`src/rtl/lsu_mem_stage.sv`:
```
// ---------------------------------------------------------------------------
// lsu_mem_stage
// Load/store unit for the MEM stage. Takes the EX-stage effective address,
// store data and funct3, runs a single valid/ready transaction on the data
// memory port, and returns sign/zero-extended load data for writeback.
// Misaligned accesses and illegal funct3 encodings retire without touching
// memory.
//
// Ports
//   clk, rst_n                  clock, synchronous active-low reset
//   req_valid/req_ready         EX request handshake (ready only in IDLE)
//   req_is_store, req_funct3    access kind (RV32I load/store funct3)
//   req_addr, req_wdata, req_rd effective address, rs2 data, load target
//   stall                       freezes IF/ID/EX while an access is pending
//   dm_req_valid/dm_req_ready   memory request handshake
//   dm_addr, dm_we, dm_wdata    word address, byte strobes, lane-replicated data
//   dm_rsp_valid, dm_rdata,
//   dm_rsp_err                  memory response (one pulse per request)
//   wb_valid, wb_rd, wb_data    load writeback pulse and held result
//   done                        one pulse per retired access
//   exc_misalign, exc_bus,
//   exc_addr                    exception pulses and held faulting address
// ---------------------------------------------------------------------------
module lsu_mem_stage #(
    parameter int ADDR_W = 32,
    parameter int DATA_W = 32
) (
    input  logic              clk,
    input  logic              rst_n,
    input  logic              req_valid,
    output logic              req_ready,
    input  logic              req_is_store,
    input  logic [2:0]        req_funct3,
    input  logic [ADDR_W-1:0] req_addr,
    input  logic [DATA_W-1:0] req_wdata,
    input  logic [4:0]        req_rd,
    output logic              stall,
    output logic              dm_req_valid,
    input  logic              dm_req_ready,
    output logic [ADDR_W-1:0] dm_addr,
    output logic [3:0]        dm_we,
    output logic [DATA_W-1:0] dm_wdata,
    input  logic              dm_rsp_valid,
    input  logic [DATA_W-1:0] dm_rdata,
    input  logic              dm_rsp_err,
    output logic              wb_valid,
    output logic [4:0]        wb_rd,
    output logic [DATA_W-1:0] wb_data,
    output logic              done,
    output logic              exc_misalign,
    output logic              exc_bus,
    output logic [ADDR_W-1:0] exc_addr
);

    typedef enum logic [1:0] {
        S_IDLE = 2'd0,
        S_REQ  = 2'd1,
        S_WAIT = 2'd2,
        S_RET  = 2'd3
    } state_t;

    state_t state, state_nxt;

    logic              is_store_p0;
    logic              mis_p0;
    logic              err_p0;
    logic [2:0]        funct3_p0;
    logic [ADDR_W-1:0] addr_p0;
    logic [4:0]        rd_p0;
    logic [3:0]        we_p0;
    logic [DATA_W-1:0] wdata_p0;

    logic accept;
    logic rsp_take;
    logic req_bad;

    // Misaligned halfword/word or an encoding that is not an RV32I load/store.
    function automatic logic access_bad(input logic is_store, input logic [2:0] f3,
                                        input logic [1:0] off);
        logic bad;
        case (f3)
            3'b000:  bad = 1'b0;
            3'b001:  bad = off[0];
            3'b010:  bad = (off != 2'b00);
            3'b100:  bad = is_store;
            3'b101:  bad = is_store | off[0];
            default: bad = 1'b1;
        endcase
        return bad;
    endfunction

    function automatic logic [3:0] store_strobe(input logic [2:0] f3, input logic [1:0] off);
        logic [3:0] we;
        case (f3[1:0])
            2'b00:   we = 4'b0001 << off;
            2'b01:   we = 4'b0011 << off;
            default: we = 4'b1111;
        endcase
        return we;
    endfunction

    // Replicate the store datum across all lanes so the strobe alone selects bytes.
    function automatic logic [DATA_W-1:0] store_lanes(input logic [2:0] f3,
                                                      input logic [DATA_W-1:0] w);
        logic [DATA_W-1:0] d;
        case (f3[1:0])
            2'b00:   d = {4{w[7:0]}};
            2'b01:   d = {2{w[15:0]}};
            default: d = w;
        endcase
        return d;
    endfunction

    function automatic logic [DATA_W-1:0] load_extend(input logic [2:0] f3, input logic [1:0] off,
                                                      input logic [DATA_W-1:0] word);
        logic [DATA_W-1:0]        sh;
        logic signed [7:0]        sb;
        logic signed [15:0]       sh16;
        logic [DATA_W-1:0]        res;
        sh   = word >> {off, 3'b000};
        sb   = sh[7:0];
        sh16 = sh[15:0];
        case (f3)
            3'b000:  res = DATA_W'(sb);
            3'b001:  res = DATA_W'(sh16);
            3'b100:  res = DATA_W'(sh[7:0]);
            3'b101:  res = DATA_W'(sh[15:0]);
            default: res = sh;
        endcase
        return res;
    endfunction

    assign accept   = (state == S_IDLE) && req_valid;
    assign rsp_take = (state == S_WAIT) && dm_rsp_valid;
    assign req_bad  = access_bad(req_is_store, req_funct3, req_addr[1:0]);

    // Stage boundary: state register plus control and architected outputs
    always_ff @(posedge clk) begin
        if (!rst_n) begin
            state       <= S_IDLE;
            is_store_p0 <= 1'b0;
            mis_p0      <= 1'b0;
            err_p0      <= 1'b0;
            wb_rd       <= '0;
            wb_data     <= '0;
            exc_addr    <= '0;
        end else begin
            state <= state_nxt;
            if (accept) begin
                is_store_p0 <= req_is_store;
                mis_p0      <= req_bad;
                err_p0      <= 1'b0;
                if (req_bad) begin
                    exc_addr <= req_addr;
                end
            end
            if (rsp_take) begin
                err_p0 <= dm_rsp_err;
                if (dm_rsp_err) begin
                    exc_addr <= addr_p0;
                end else if (!is_store_p0) begin
                    wb_rd   <= rd_p0;
                    wb_data <= load_extend(funct3_p0, addr_p0[1:0], dm_rdata);
                end
            end
        end
    end

    // Stage boundary: accepted request fields, pre-aligned for the memory port
    always_ff @(posedge clk) begin
        if (accept) begin
            funct3_p0 <= req_funct3;
            addr_p0   <= req_addr;
            rd_p0     <= req_rd;
            we_p0     <= req_is_store ? store_strobe(req_funct3, req_addr[1:0]) : 4'b0000;
            wdata_p0  <= store_lanes(req_funct3, req_wdata);
        end
    end

    always_comb begin
        state_nxt = state;
        case (state)
            S_IDLE: if (req_valid)    state_nxt = req_bad ? S_RET : S_REQ;
            S_REQ:  if (dm_req_ready) state_nxt = S_WAIT;
            S_WAIT: if (dm_rsp_valid) state_nxt = S_RET;
            default:                  state_nxt = S_IDLE;
        endcase
    end

    // Stall is released in RET so the pipeline advances together with the
    // writeback/done pulse.
    always_comb begin
        req_ready    = 1'b0;
        stall        = 1'b0;
        dm_req_valid = 1'b0;
        dm_addr      = '0;
        dm_we        = 4'b0000;
        dm_wdata     = '0;
        wb_valid     = 1'b0;
        done         = 1'b0;
        exc_misalign = 1'b0;
        exc_bus      = 1'b0;
        case (state)
            S_IDLE: begin
                req_ready = 1'b1;
                stall     = req_valid;
            end
            S_REQ: begin
                stall        = 1'b1;
                dm_req_valid = 1'b1;
                dm_addr      = {addr_p0[ADDR_W-1:2], 2'b00};
                dm_we        = we_p0;
                dm_wdata     = wdata_p0;
            end
            S_WAIT: begin
                stall = 1'b1;
            end
            default: begin
                done         = 1'b1;
                wb_valid     = !is_store_p0 && !mis_p0 && !err_p0;
                exc_misalign = mis_p0;
                exc_bus      = err_p0;
            end
        endcase
    end

endmodule
```
`config.mk`:
```
export PLATFORM = sky130hd
export DESIGN_NAME = lsu_mem_stage
export DESIGN_NICKNAME = d
export VERILOG_FILES = /design/src/rtl/lsu_mem_stage.sv
export SDC_FILE = /design/constraint.sdc
export NUM_CORES = 1
export LEC_CHECK = 0
export BUFFER_PORTS_ARGS = -buffer_cell sky130_fd_sc_hd__clkbuf_2
export CORE_ASPECT_RATIO = 0.75
export CORE_MARGIN = 5
export CORE_UTILIZATION = 45
export DETAILED_ROUTE_END_ITERATION = 10
export PLACE_DENSITY_LB_ADDON = 0.3
export SLEW_MARGIN = 20
export SYNTH_ARGS = -nofsm -noshare
export SYNTH_HDL_FRONTEND = slang
export SYNTH_SLANG_ARGS = --single-unit
```
`constraint.sdc`:
```
create_clock -name clk -period 3.43 [get_ports clk]
set_input_delay 0.686 -clock clk [delete_from_list [all_inputs] [get_ports clk]]
set_output_delay 0.686 -clock clk [all_outputs]
set_load 0.03 [all_outputs]
```
==> flow_summary.ini <==
[die]
core_area_um2 = 15100
die_y_um = 117
start_util = 0.453
row_count = 39
fp.dieW_um = 152
io_pins = 255
dieArea_um2 = 17800

[cts]
cts-root-buf = clkbuf_16
cts_tree = built
post-cts-setup-buffer-count = 0
h-tree-depth = 4
cts_hold_buffers = 0
clock-sinks = 150
clock_latency_ps = 420
cts_buffer_depth = 2
numCtsBuffers = 17
cts_resized = 0
cts.clk_slew.worst_paths_ps = 60

[pwr]
p_leak_nw = 3.73
powerDensity_nw_per_um2 = 727
finalPower_mw = 6.38
ir_drop_uv = 517

[sta]
clock.fmax_mhz = 376
finalHoldViolCount = 0
fin_worst_skew_ps = 10.3
period_share = 0.775
fin_crit_ps = 2660
setup_violations = 0
tightest_slew_ps = 1050
slew-limit-headroom = 0.302
rsz0062_at_grt = no
drv_slew = 0
fin_setup_tns_ps = 0

[synthesis]
netlist_instances = 663
synth_commonest_cells = 120 x nand2_1, 76 x edfxtp_1, 75 x and2_1
synth_warnings = 0
synth_area_um2 = 6830
synthFlopType = edfxtp_1
async_flop_share = 0
synth_top_area_cell = edfxtp_1
synth_cell_types = 43
synth_edf_count = 76
synth-seq-area-share = 0.551
synth_top_area_frac = 0.334
synth.avg_cell_area_um2 = 10.3
synthTopCellsByArea = edfxtp_1 33%, dfxtp_1 22%, and2_1 6.9%
synth-seq-cells = 150
yosysMostFrequentCell = nand2_1

[global_route]
overflow = 0
antenna_found_initial = 0
track_usage = 0.209
grt_pass1_vias = 5680
grt_max_degree = 78
grt_first_pass_wirelength_um = 30000

[drt]
wl_um = 18800
drcViolationCount = 0
vias = 5666
via_per_inst = 5.09
wl_per_cell_um = 16.8
drt_pass1_iterations = 5
drtIter0Drc = 373
ant_nets = 0

[placed_design]
place_area_um2 = 8190
place_congestion = 0.813
dp_cells = 1081
place_hpwl_um = 12800
io_buffers = 252

[job]
maxCapViolCount = 0

[min_path]
hold_path_depth = 1
hold_path_class = input pin to register

[setup_path]
cp.required_ps = 2740
worst_r2r_path_depth = 6
cp.arrival_ps = 1970
setup.worst_path.end_class = output port
start_kind = register
crit_fanout = 68
critical_path_class = register to output port

[finish]
final_cells = 1113
nets = 1010
drive_above_1_share = 0.383
area_growth_pct = 28.5
antenna_cells = 0
fin_area_um2 = 8770

[run_status]
status = complete, no violations
[worst paths after layout]
check	from	endpoint	slack, ps
max	state[1]	dm_we[2]	770
max reg2reg	state[0]	wb_data[20]	1060
min	req_rd[0]	rd_p0[0]	450
min reg2reg	wb_data[4]	wb_data[4]	460
[metrics by stage]
step,util,hold slack [ps],worst slack (ps)
CTS,0.582,427,757
detailed placement,0.543,457,943
global placement,0.543,448,1020
floorplan,-,444,297
finish,0.582,451,771
global route,0.582,427,616
[worst max-delay path, cell delays in order, from the launching register on]
cell and delay (ps):
dfxtp_1 340, inv_1 90, ha_2 160, buf_4 460, and2_1 230, clkbuf_2 210
[cell type report]
cell class | count | area (um2)
Fill cell | 1313 | 6310
Tap cell | 205 | 256
Multi-Input combinational cell | 457 | 2800
Inverter | 6 | 26.3
Sequential cell | 150 | 3760
Clock inverter | 14 | 150
Clock buffer | 18 | 429
Timing Repair Buffer | 263 | 1340
[sequential cells by signal, summed over array words and instances (netlist names), 2 cells and up]
register and cells:
we_p0 4, wb_rd 5, addr_p0 32, wb_data 32
exc_addr 32, wdata_p0 32, rd_p0 5, state 2
funct3_p0 3
[layout by cell type, fill, tap and decap left out, types with 2 or more instances in the layout]
| master | instances |
|---|---|
| clkbuf_2 | 252 |
| nand2_1 | 120 |
| edfxtp_1 | 76 |
| and2_1 | 75 |
| dfxtp_1 | 74 |
| o21ai_0 | 72 |
| mux2_2 | 32 |
| a31oi_1 | 32 |
| mux2i_1 | 19 |
| a21oi_1 | 19 |
| nor2_1 | 18 |
| clkbuf_16 | 17 |
| a21boi_0 | 14 |
| a21oi_2 | 11 |
| buf_4 | 11 |
| o211ai_1 | 7 |
| inv_1 | 5 |
| nor2b_1 | 5 |
| o21a_1 | 4 |
| clkinv_2 | 4 |
| ha_1 | 3 |
| clkinv_4 | 3 |
| nor3_4 | 2 |
| or3_1 | 2 |
| nand2b_1 | 2 |
| a21boi_1 | 2 |
| conb_1 | 2 |
| inv_6 | 2 |
| bufinv_16 | 2 |
| inv_8 | 2 |
[cell families after synthesis]
kind of cell / Yosys count / synth area share
buffers and inverters: 57 / 0.0409
other: 1 / 0.000549
multiplexers: 52 / 0.0839
AO/OA/AOI/OAI: 167 / 0.151
AND/OR/NAND/NOR: 232 / 0.165
flip-flops: 150 / 0.551
adder cells (fa/ha/maj): 4 / 0.00733
[power by group]
| part | internal [mW] | leakage (nW) | switching (mW) | total, mW |
|---|---|---|---|---|
| Combinational | 0.607 | 2.12 | 1.45 | 2.05 |
| Clock | 1.08 | 0.290 | 0.768 | 1.85 |
| Sequential | 2.30 | 1.32 | 0.182 | 2.48 |
| Total | 3.98 | 3.73 | 2.40 | 6.38 |
[per-layer routing]
layer / share of wire / wire (um) / up-vias / track usage
li1: - / - / 2783 / -
met1: 0.45 / 8410 / 2660 / 0.275
met2: 0.46 / 8670 / 212 / 0.333
met3: 0.084 / 1570 / 11 / 0.0793
met4: 0.0059 / 110 / 0 / 0.0449
met5: 0 / 0 / - / 0
Note: power is estimated with default switching activity, not from simulation.
